`src/rtl/counter_sequencer.sv`:
```
// Programmable timer built around a prescaled, bounded up-counter.
// A config handshake loads period / prescale / mode while the timer is idle.
// Commands start / pause / stop sequence it through IDLE, RUN, HOLD and DONE.
// An expiry pulse is raised each time the count reaches the programmed period.
//
// Handshake: a config beat transfers on any posedge where cfg_valid and cfg_ready
// are both high. cfg_ready is a pure function of state (high in IDLE/DONE) and
// does not depend on cfg_valid. While busy, cfg_valid is simply not accepted.
module counter_sequencer #(
  parameter int WIDTH      = 32,
  parameter int PRESCALE_W = 8
) (
  input  logic                  clk,
  input  logic                  rst,
  input  logic                  cfg_valid,
  output logic                  cfg_ready,
  input  logic [WIDTH-1:0]      cfg_period,
  input  logic [PRESCALE_W-1:0] cfg_prescale,
  input  logic                  cfg_periodic,
  input  logic                  start,
  input  logic                  pause,
  input  logic                  stop,
  output logic [WIDTH-1:0]      count,
  output logic                  busy,
  output logic                  expire,
  output logic                  start_err,
  output logic [1:0]            state_dbg
);

  typedef enum logic [1:0] {
    S_IDLE = 2'd0,
    S_RUN  = 2'd1,
    S_HOLD = 2'd2,
    S_DONE = 2'd3
  } state_t;

  state_t                state, state_next;
  logic [WIDTH-1:0]      period_reg;
  logic [PRESCALE_W-1:0] prescale_reg;
  logic                  periodic_reg;
  logic [PRESCALE_W-1:0] pre_cnt;

  logic idle_like, active;
  logic cfg_fire, do_start, start_rej;
  logic cnt_en, tick, last_tick;

  // Per-cycle decode of commands against the current state.
  // Counting runs whenever the timer is active and neither stop nor pause is high,
  // so the cycle that drops pause already advances: a pause of N cycles costs N cycles.
  always_comb begin
    idle_like = (state == S_IDLE) || (state == S_DONE);
    active    = (state == S_RUN)  || (state == S_HOLD);
    cfg_fire  = cfg_valid && idle_like;
    // start is judged against the period held before any config landing this cycle
    do_start  = idle_like && start && (period_reg != '0);
    start_rej = idle_like && start && (period_reg == '0);
    cnt_en    = active && !stop && !pause;
    tick      = cnt_en && (pre_cnt == prescale_reg);
    last_tick = tick && (count == period_reg - WIDTH'(1));
  end

  // State register.
  always_ff @(posedge clk or posedge rst) begin
    if (rst) state <= S_IDLE;
    else     state <= state_next;
  end

  // Next-state logic; stop outranks pause, which outranks a tick.
  always_comb begin
    state_next = state;
    unique case (state)
      S_IDLE, S_DONE: begin
        if (do_start) state_next = S_RUN;
      end
      S_RUN: begin
        if (stop)                            state_next = S_IDLE;
        else if (pause)                      state_next = S_HOLD;
        else if (last_tick && !periodic_reg) state_next = S_DONE;
      end
      S_HOLD: begin
        if (stop)                            state_next = S_IDLE;
        else if (pause)                      state_next = S_HOLD;
        else if (last_tick && !periodic_reg) state_next = S_DONE;
        else                                 state_next = S_RUN;
      end
      default: state_next = S_IDLE;
    endcase
  end

  // State-derived outputs.
  always_comb begin
    busy      = active;
    cfg_ready = idle_like;
    state_dbg = state;
  end

  // Config latch, prescaler, tick counter and the one-cycle pulses.
  always_ff @(posedge clk or posedge rst) begin
    if (rst) begin
      period_reg   <= '0;
      prescale_reg <= '0;
      periodic_reg <= 1'b0;
      pre_cnt      <= '0;
      count        <= '0;
      expire       <= 1'b0;
      start_err    <= 1'b0;
    end else begin
      expire    <= 1'b0;
      start_err <= 1'b0;
      if (cfg_fire) begin
        period_reg   <= cfg_period;
        prescale_reg <= cfg_prescale;
        periodic_reg <= cfg_periodic;
      end
      if (do_start) begin
        count   <= '0;
        pre_cnt <= '0;
      end else if (start_rej) begin
        start_err <= 1'b1;
      end else if (active && stop) begin
        // abort keeps the reached count visible, but the next run starts a fresh prescale window
        pre_cnt <= '0;
      end else if (cnt_en) begin
        if (tick) begin
          pre_cnt <= '0;
          if (last_tick) begin
            expire <= 1'b1;
            // one-shot parks at P; periodic reloads, so count never wraps
            count  <= periodic_reg ? '0 : period_reg;
          end else begin
            count <= count + WIDTH'(1);
          end
        end else begin
          pre_cnt <= pre_cnt + PRESCALE_W'(1);
        end
      end
    end
  end

endmodule
```
`config.mk`:
```
export PLATFORM = sky130hd
export DESIGN_NAME = counter_sequencer
export DESIGN_NICKNAME = d
export VERILOG_FILES = /design/src/rtl/counter_sequencer.sv
export SDC_FILE = /design/constraint.sdc
export NUM_CORES = 1
export LEC_CHECK = 0
export ABC_AREA = 1
export CAP_MARGIN = 30
export CORE_AREA = 3 3 153 155
export CTS_CLUSTER_DIAMETER = 30
export DETAILED_ROUTE_END_ITERATION = 7
export DIE_AREA = 0 0 156 158
export SYNTH_ARGS = -nofsm -noshare
export SYNTH_HDL_FRONTEND = slang
export SYNTH_SLANG_ARGS = --single-unit
```
`constraint.sdc`:
```
create_clock -name clk -period 3.1 [get_ports clk]
set_clock_uncertainty 0.05 [all_clocks]
set_input_delay 0.31 -clock clk [delete_from_list [all_inputs] [get_ports clk]]
set_output_delay 0.31 -clock clk [all_outputs]
set_load 0.05 [all_outputs]
```
==> summary.md, run 1 <==
| Metric | Value |
|---|---|
| Status | `complete, no violations` |
| Max-slew headroom | `a little under half` |
| Worst-path fanout max | `23` |
| Critical path, cell by cell | `inv_1, ha_2, nand2_4, nor2_8, nand2_1, xor2_1, nand2_1, nor2_1, nand3_1, nor2_4, buf_6, nand4_1, nand2_1, nand2_1, nand2_1` |
| Average size of a mapped cell | `6.65 sq um` |
| Total power | `5640 uW` |
| Setup Crit Path Kind | `flip-flop to flip-flop` |
| Cells after synthesis | `999` |
| Antenna Nets Post-Route | `0` |
| Max-cap violations | `0` |
| Hold buffers post-CTS | `0` |
| First-pass GRT wire length | `roughly 35 mm` |
| H-tree depth | `3` |
| Min Tclk post-route | `2870 ps` |
| Fin Setup TNS | `0 ps` |
| CTS tree | `built` |
| DP HPWL | `16.6 mm` |
| Antenna diode count | `0` |
| Area grow syn2layout | `23.4%` |
| Total wire length | `21.4 mm` |
| Final core area utilization | `37.3%` |
| Routed length per instance | `15.7 um` |
| Cell Rows | `54` |
| Via count | `6667` |
| Number of synthesized register bits | `85` |
| Peak VDD IR | `0.000289 V` |
| Post-Syn Nets | `between 1000 and 1500` |
| Root Driver | `clkbuf_16` |
| Clock sinks | `85` |
| Syn. warnings | `0` |
| Final worst-path cycle share | `between 90 and 100%` |
| Nets | `1132` |
| DIE WIDTH | `about 160 um` |
| DRT iter0 DRCs | `560` |
| Worst Path Arrival | `3110 ps` |
| Total CTS buffers | `9` |
| Seq/Total Area, Yosys | `32.0%` |
| IO Count | `85` |
| Die ar. | `24600 sq um` |
| Starting Density | `between 30% and 40%` |
| Post-synth cell types | `35` |
| Commonest non-fill, non-tap cells in the layout | `346 x nand2_1, 124 x nor2_1, 97 x inv_1` |
| Setup crit start kind | `flip-flop` |
| Vias in the first global route | `6487` |
| Worst-skew pair later-pin latency | `360 ps` |
| Power density cells | `689 nW/um^2` |
| Worst EP required | `3340 ps` |
| Most common cell after layout, fill and taps aside | `nand2_1` |
| Mapped Area | `6640 sq um` |
| Largest net degree at the start of global routing | `47` |
| Die Ht | `158 um` |
| Max Slew Vio Count | `0` |
| Initial antenna violation count | `0` |
| Filler Cell Count | `2353` |
| Residual DRC count | `0` |
| Worst-margin pin slew | `~810 ps` |
| P_leak | `a little under 0.004 uW` |
| Max Freq | `349 MHz` |
| RSZ-0062 raised after global routing | `true` |
| Crit end category | `flip-flop` |
| Final setup viols | `0` |
| Final Hold Fails | `0` |
| Final hold slack | `336 ps` |
| Core area | `22000 sq um` |
| HP Class | `primary input to async pin` |
| Critical path's most frequent cell | `nand2_1` |
| Worst R2R Path Depth | `15` |
| Vias per cell | `4.88` |
| Critical Path Max Stage Delay | `approximately 400 ps` |
| Final GP Congestion | `0.997` |
| PortBufs | `84` |
| Clock buffer depth | `2` |
| Slowest-stage cell, CP | `dfrtp_1` |
| GRT Overall Usage | `17.9%` |
| GRT overflow | `0` |
| Share of cells above drive strength 1 | `9.03%` |
| Clk slew on worst S/H paths | `70 ps` |
| DRT Pass-1 Iters | `5` |
## logic make-up after synthesis
logic type	count (synthesis)	share of synthesized area (%)
AND/OR/NAND/NOR	640	42.5
XOR/XNOR	63	8.52
flip-flops	85	32.0
multiplexers	21	3.56
adder cells (fa/ha/maj)	5	0.942
buffers and inverters	137	8.65
AO/OA/AOI/OAI	48	3.77
## worst paths after layout
kind | end | start | slack [ps]
worst max-delay path | count[22] | period_reg[0] | 230
worst min-delay path | prescale_reg[2] | rst | 340
worst max register to register | count[22] | period_reg[0] | 230
worst min register to register | pre_cnt[3] | pre_cnt[3] | 470
max in group asynchronous | count[8] | rst | 1980
min in group clk | pre_cnt[3] | pre_cnt[3] | 470
## per-layer routing
metal / share of wire (%) / GRT usage (%) / wire [um] / up-vias
li1: - / - / - / 3327
met1: 46 / 25.0 / 9830 / 3095
met4: 1.4 / 3.91 / 299 / 0
met5: 0 / 0 / 0 / -
met2: 45 / 28.9 / 9620 / 223
met3: 7.6 / 3.23 / 1640 / 22
## cell type report
class	instances	area (sq um)	share of cell area, %
timing repair buffer	103	1020	12.5
inverter	104	395	4.83
sequential	85	2130	26.0
tap	280	350	4.28
multi-input combinational	777	3970	48.4
clock buffer	9	225	2.75
clock inverter	7	103	1.25
## metrics by stage
stage          area (sq um)  worst slack [ps]  instances
3_5_place_dp           7830              48.5       1349
3_3_place_gp           7830              75.9       1349
2_1_floorplan          6640              9.11        999
4_1_cts                8160              22.6       1365
6_report               8190               231       1365
5_1_grt                8190             -49.5       1365
## where the power goes
group,internal (uW),switching [uW],total [uW]
logic,960,1610,2570
clock network,716,493,1210
registers,1410,453,1870
total,3090,2560,5640
## synth_stat cells
master / count / share of area, %
clkbuf_1: 17 / 0.96
a31oi_1: 2 / 0.19
buf_4: 6 / 0.68
xnor3_1: 1 / 0.34
nand2_4: 3 / 0.51
nand3_1: 49 / 3.7
a22oi_1: 1 / 0.11
nand2_2: 4 / 0.38
o21bai_1: 1 / 0.11
buf_2: 6 / 0.45
nand4_1: 52 / 4.9
nor2_4: 8 / 1.4
or2_2: 2 / 0.19
nor3b_1: 2 / 0.23
inv_1: 99 / 5.6
ha_1: 5 / 0.94
nor2_1: 126 / 7.1
nor2_2: 11 / 1.0
mux2_2: 21 / 3.6
a21oi_1: 28 / 2.1
o21ai_0: 12 / 0.90
xor2_1: 42 / 5.5
o21ai_1: 3 / 0.23
nor4_1: 2 / 0.19
xnor2_1: 20 / 2.6
dfrtp_1: 85 / 32
buf_6: 4 / 0.68
nand3b_1: 7 / 0.79
o21a_1: 1 / 0.11
inv_2: 4 / 0.23
nor2_8: 2 / 0.60
nor3_1: 24 / 1.8
nand2_1: 347 / 20
and3_1: 1 / 0.094
clkinv_1: 1 / 0.056
## critical path, delay by kind of cell (launching register included)
family,cells,cell delay [ps]
adder cells (fa/ha/maj),1,260
AND/OR/NAND/NOR,11,1480
buffers and inverters,2,380
XOR/XNOR,1,230
flip-flops,1,400
## timing repair
| item | CTS | global route |
|---|---|---|
| buffers inserted | 0 | 0 |
| setup endpoints to repair | 0 | 41 |
| resized for setup | 0 | 9 |
Note: power is estimated with default switching activity, not from simulation.
==> run 2, diff against run 1 <==
--- a/config.mk
+++ b/config.mk
@@ -11,6 +11,7 @@
 export CTS_CLUSTER_DIAMETER = 30
 export DETAILED_ROUTE_END_ITERATION = 7
 export DIE_AREA = 0 0 156 158
+export RECOVER_POWER = 100
 export SYNTH_ARGS = -nofsm -noshare
 export SYNTH_HDL_FRONTEND = slang
 export SYNTH_SLANG_ARGS = --single-unit
==> constraint.sdc (replaced) <==
create_clock -name clk -period 2.6 [get_ports clk]
set_clock_uncertainty 0.05 [all_clocks]
set_input_delay 0.26 -clock clk [delete_from_list [all_inputs] [get_ports clk]]
set_output_delay 0.26 -clock clk [all_outputs]
set_load 0.05 [all_outputs]
==> run 2 against run 1 <==
Net effect: non-clock buffer count up 92; power up 29%; utilization up 4.4 points; largest power group unchanged; via count up 5.5%; the run now ends with negative setup slack left; critical path depth up 3; combinational power up 48%; design area up 12%.
==> summary.md, run 2 (synthesis gave the netlist of run 1 again) <==
| Metric | Value |
|---|---|
| Antenna diode count | `0 (unchanged)` |
| Non-filler cells, final | `1458 (was 1365)` |
| DR top layer | `met4 (unchanged)` |
| Die Ht | `158 um (unchanged)` |
| WL met2 | `10.2 mm (was 9.62 mm)` |
| Fin Setup TNS | `-667 ps (was 0 ps)` |
| Max-cap violations | `0 (unchanged)` |
| Cell Rows | `54 (unchanged)` |
| P_leak | `0.00449 uW (was 0.00389 uW)` |
| PnR worst setup slack | `-45.0 ps (was 231 ps)` |
| Worst-margin pin slew | `1420 ps (was 806 ps)` |
| Antenna Nets Post-Route | `0 (unchanged)` |
| Wl on met1 | `10.7 mm (was 9.83 mm)` |
| WL met3 | `1.58 mm (was 1.64 mm)` |
| CTS tree | `built (unchanged)` |
| Die ar. | `24600 sq um (unchanged)` |
| GRT overflow | `0 (unchanged)` |
| RSZ-0062 raised after global routing | `true (unchanged)` |
| Nets | `1225 (was 1132)` |
| Final setup viols | `32 (was 0)` |
| Failing checks | `negative setup slack` |
| Peak VDD IR | `0.000389 V (was 0.000289 V)` |
| Root Driver | `clkbuf_16 (unchanged)` |
| Min Tclk post-route | `2640 ps (was 2870 ps)` |
| DRT iter0 DRCs | `508 (was 560)` |
| First-pass GRT wire length | `36.5 mm (was 34.5 mm)` |
| Power density cells | `796 nW/um^2 (was 689 nW/um^2)` |
| Max Slew Vio Count | `0 (unchanged)` |
| GRT Overall Usage | `18.9% (was 17.9%)` |
| Via count | `7034 (was 6667)` |
| Vias in the first global route | `6883 (was 6487)` |
| Total CTS buffers | `9 (unchanged)` |
| Worst-skew pair later-pin latency | `360 ps (about the same)` |
| DIE WIDTH | `156 um (unchanged)` |
| Core area | `22000 sq um (unchanged)` |
| Commonest non-fill, non-tap cells in the layout | `330 x nand2_1, 106 x nor2_1, 95 x inv_1 (was 346 x nand2_1, 124 x nor2_1, 97 x inv_1)` |
| Area grow syn2layout | `38.1% (was 23.4%)` |
| Vias per cell | `4.82 (was 4.88)` |
| Worst-path fanout max | `16 (was 23)` |
| Clk slew on worst S/H paths | `70 ps (about the same)` |
| Worst Path Arrival | `2840 ps (was 3110 ps)` |
| H-tree depth | `3 (unchanged)` |
| IO Count | `85 (unchanged)` |
| Final worst-path cycle share | `102% (was 92.5%)` |
| Most common cell after layout, fill and taps aside | `nand2_1 (unchanged)` |
| Largest net degree at the start of global routing | `86 (was 47)` |
| Final GP Congestion | `0.990 (was 0.997)` |
| Setup Crit Path Kind | `flip-flop to flip-flop (unchanged)` |
| Max-slew headroom | `5.29% (was 46.3%)` |
| Share of cells above drive strength 1 | `20.9% (was 9.03%)` |
| Status | `finished with violations (was complete, no violations)` |
| Worst EP required | `2800 ps (was 3340 ps)` |
| Starting Density | `30.2% (unchanged)` |
| HP Class | `primary input to flip-flop (was primary input to async pin)` |
| PortBufs | `84 (unchanged)` |
| Residual DRC count | `0 (unchanged)` |
| Final hold slack | `418 ps (was 336 ps)` |
| DP HPWL | `17.2 mm (was 16.6 mm)` |
| Crit end category | `flip-flop (unchanged)` |
| Max Freq | `378 MHz (was 349 MHz)` |
| Setup crit start kind | `flip-flop (unchanged)` |
| Dpl cells | `1426 (was 1349)` |
| Final Hold Fails | `0 (unchanged)` |
| Initial antenna violation count | `0 (unchanged)` |
| DRT Pass-1 Iters | `5 (unchanged)` |
| Clock sinks | `85 (unchanged)` |
| Routed length per instance | `15.9 um (was 15.7 um)` |
| Pre-CTS WS | `-293 ps (was 48.5 ps)` |
| Clock buffer depth | `2 (unchanged)` |
| Total wire length | `23.1 mm (was 21.4 mm)` |
[run 2: changes by cell type in the layout (fill, tap and decap cells not counted), sizes merged]
cell | previous run | this run
nand2 | 354 | 355
clkbuf | 9 | 13
dlygate4sd3 | 0 | 30
buf | 19 | 107
bufinv | 2 | 0
inv | 104 | 108
clkdlybuf4s50 | 84 | 54
clkinv | 3 | 1
[run 2: final timing paths]
path                            startpoint               to  slack [ps]  cells past startpoint
max in group asynchronous              rst   period_reg[16]         900                      3
hold / removal             cfg_prescale[1]  prescale_reg[1]         420                      3
setup reg to reg             period_reg[3]        count[16]         -40                     18
setup / recovery             period_reg[3]        count[16]         -40                     18
hold reg to reg                 pre_cnt[3]       pre_cnt[3]         470                      1
min in group asynchronous              rst    period_reg[2]         770                      3
[run 2: critical path, stage by stage (launching register included)]
cell and delay, ps:
dfrtp_2 450, buf_6 130, nor2_4 140, buf_4 140
nand3_4 80, buf_4 160, nor3_2 110, nor2_1 70
nor2_1 100, nand2_1 70, nor2_2 150, nand3_2 110
nor2_4 210, buf_12 170, nand2_8 120, nand2_1 100
nand2_1 50, nand2_1 50, nand2_1 50
[run 2: metal layers]
| metal | up-vias | track usage (%) |
|---|---|---|
| li1 | 3515 | - |
| met4 | 0 | 6.64 |
| met5 | - | 0 |
| met3 | 40 | 5.17 |
| met2 | 215 | 29.4 |
| met1 | 3264 | 25.3 |
[run 2: power by group]
group          switching [uW]  leakage [uW]  internal, uW
combinational            2220       0.00328          1590
sequential                470       0.00106          1690
clock                     634      0.000149           686
total                    3330       0.00449          3970
[run 2: area by class of cell]
cell class / instances / area [sq um]
clock buffer: 9 / 225
clock inverter: 7 / 71.3
fill: 2296 / 12800
inverter: 104 / 398
multi-input combinational: 778 / 4200
sequential: 85 / 2140
tap: 280 / 350
timing repair buffer: 195 / 1790
[run 2: stage by stage]
step / total power, uW / utilization (%) / cell area (sq um)
floorplan: 4330 / - / 6670
global route: 7860 / 41.8 / 9170
finish: 7290 / 41.8 / 9170
CTS: 7160 / 40.3 / 8840
global placement: 5730 / 38.4 / 8430
detailed placement: 5770 / 38.4 / 8430
[run 2: what timing repair did]
item / CTS / global route
buffers inserted: 6 / 7
endpoints found under the setup margin: 34 / 34
gates resized for setup: 14 / 67
pin swaps: 4 / 27
hold buffers: 0 / 0
gates cloned: 1 / 2
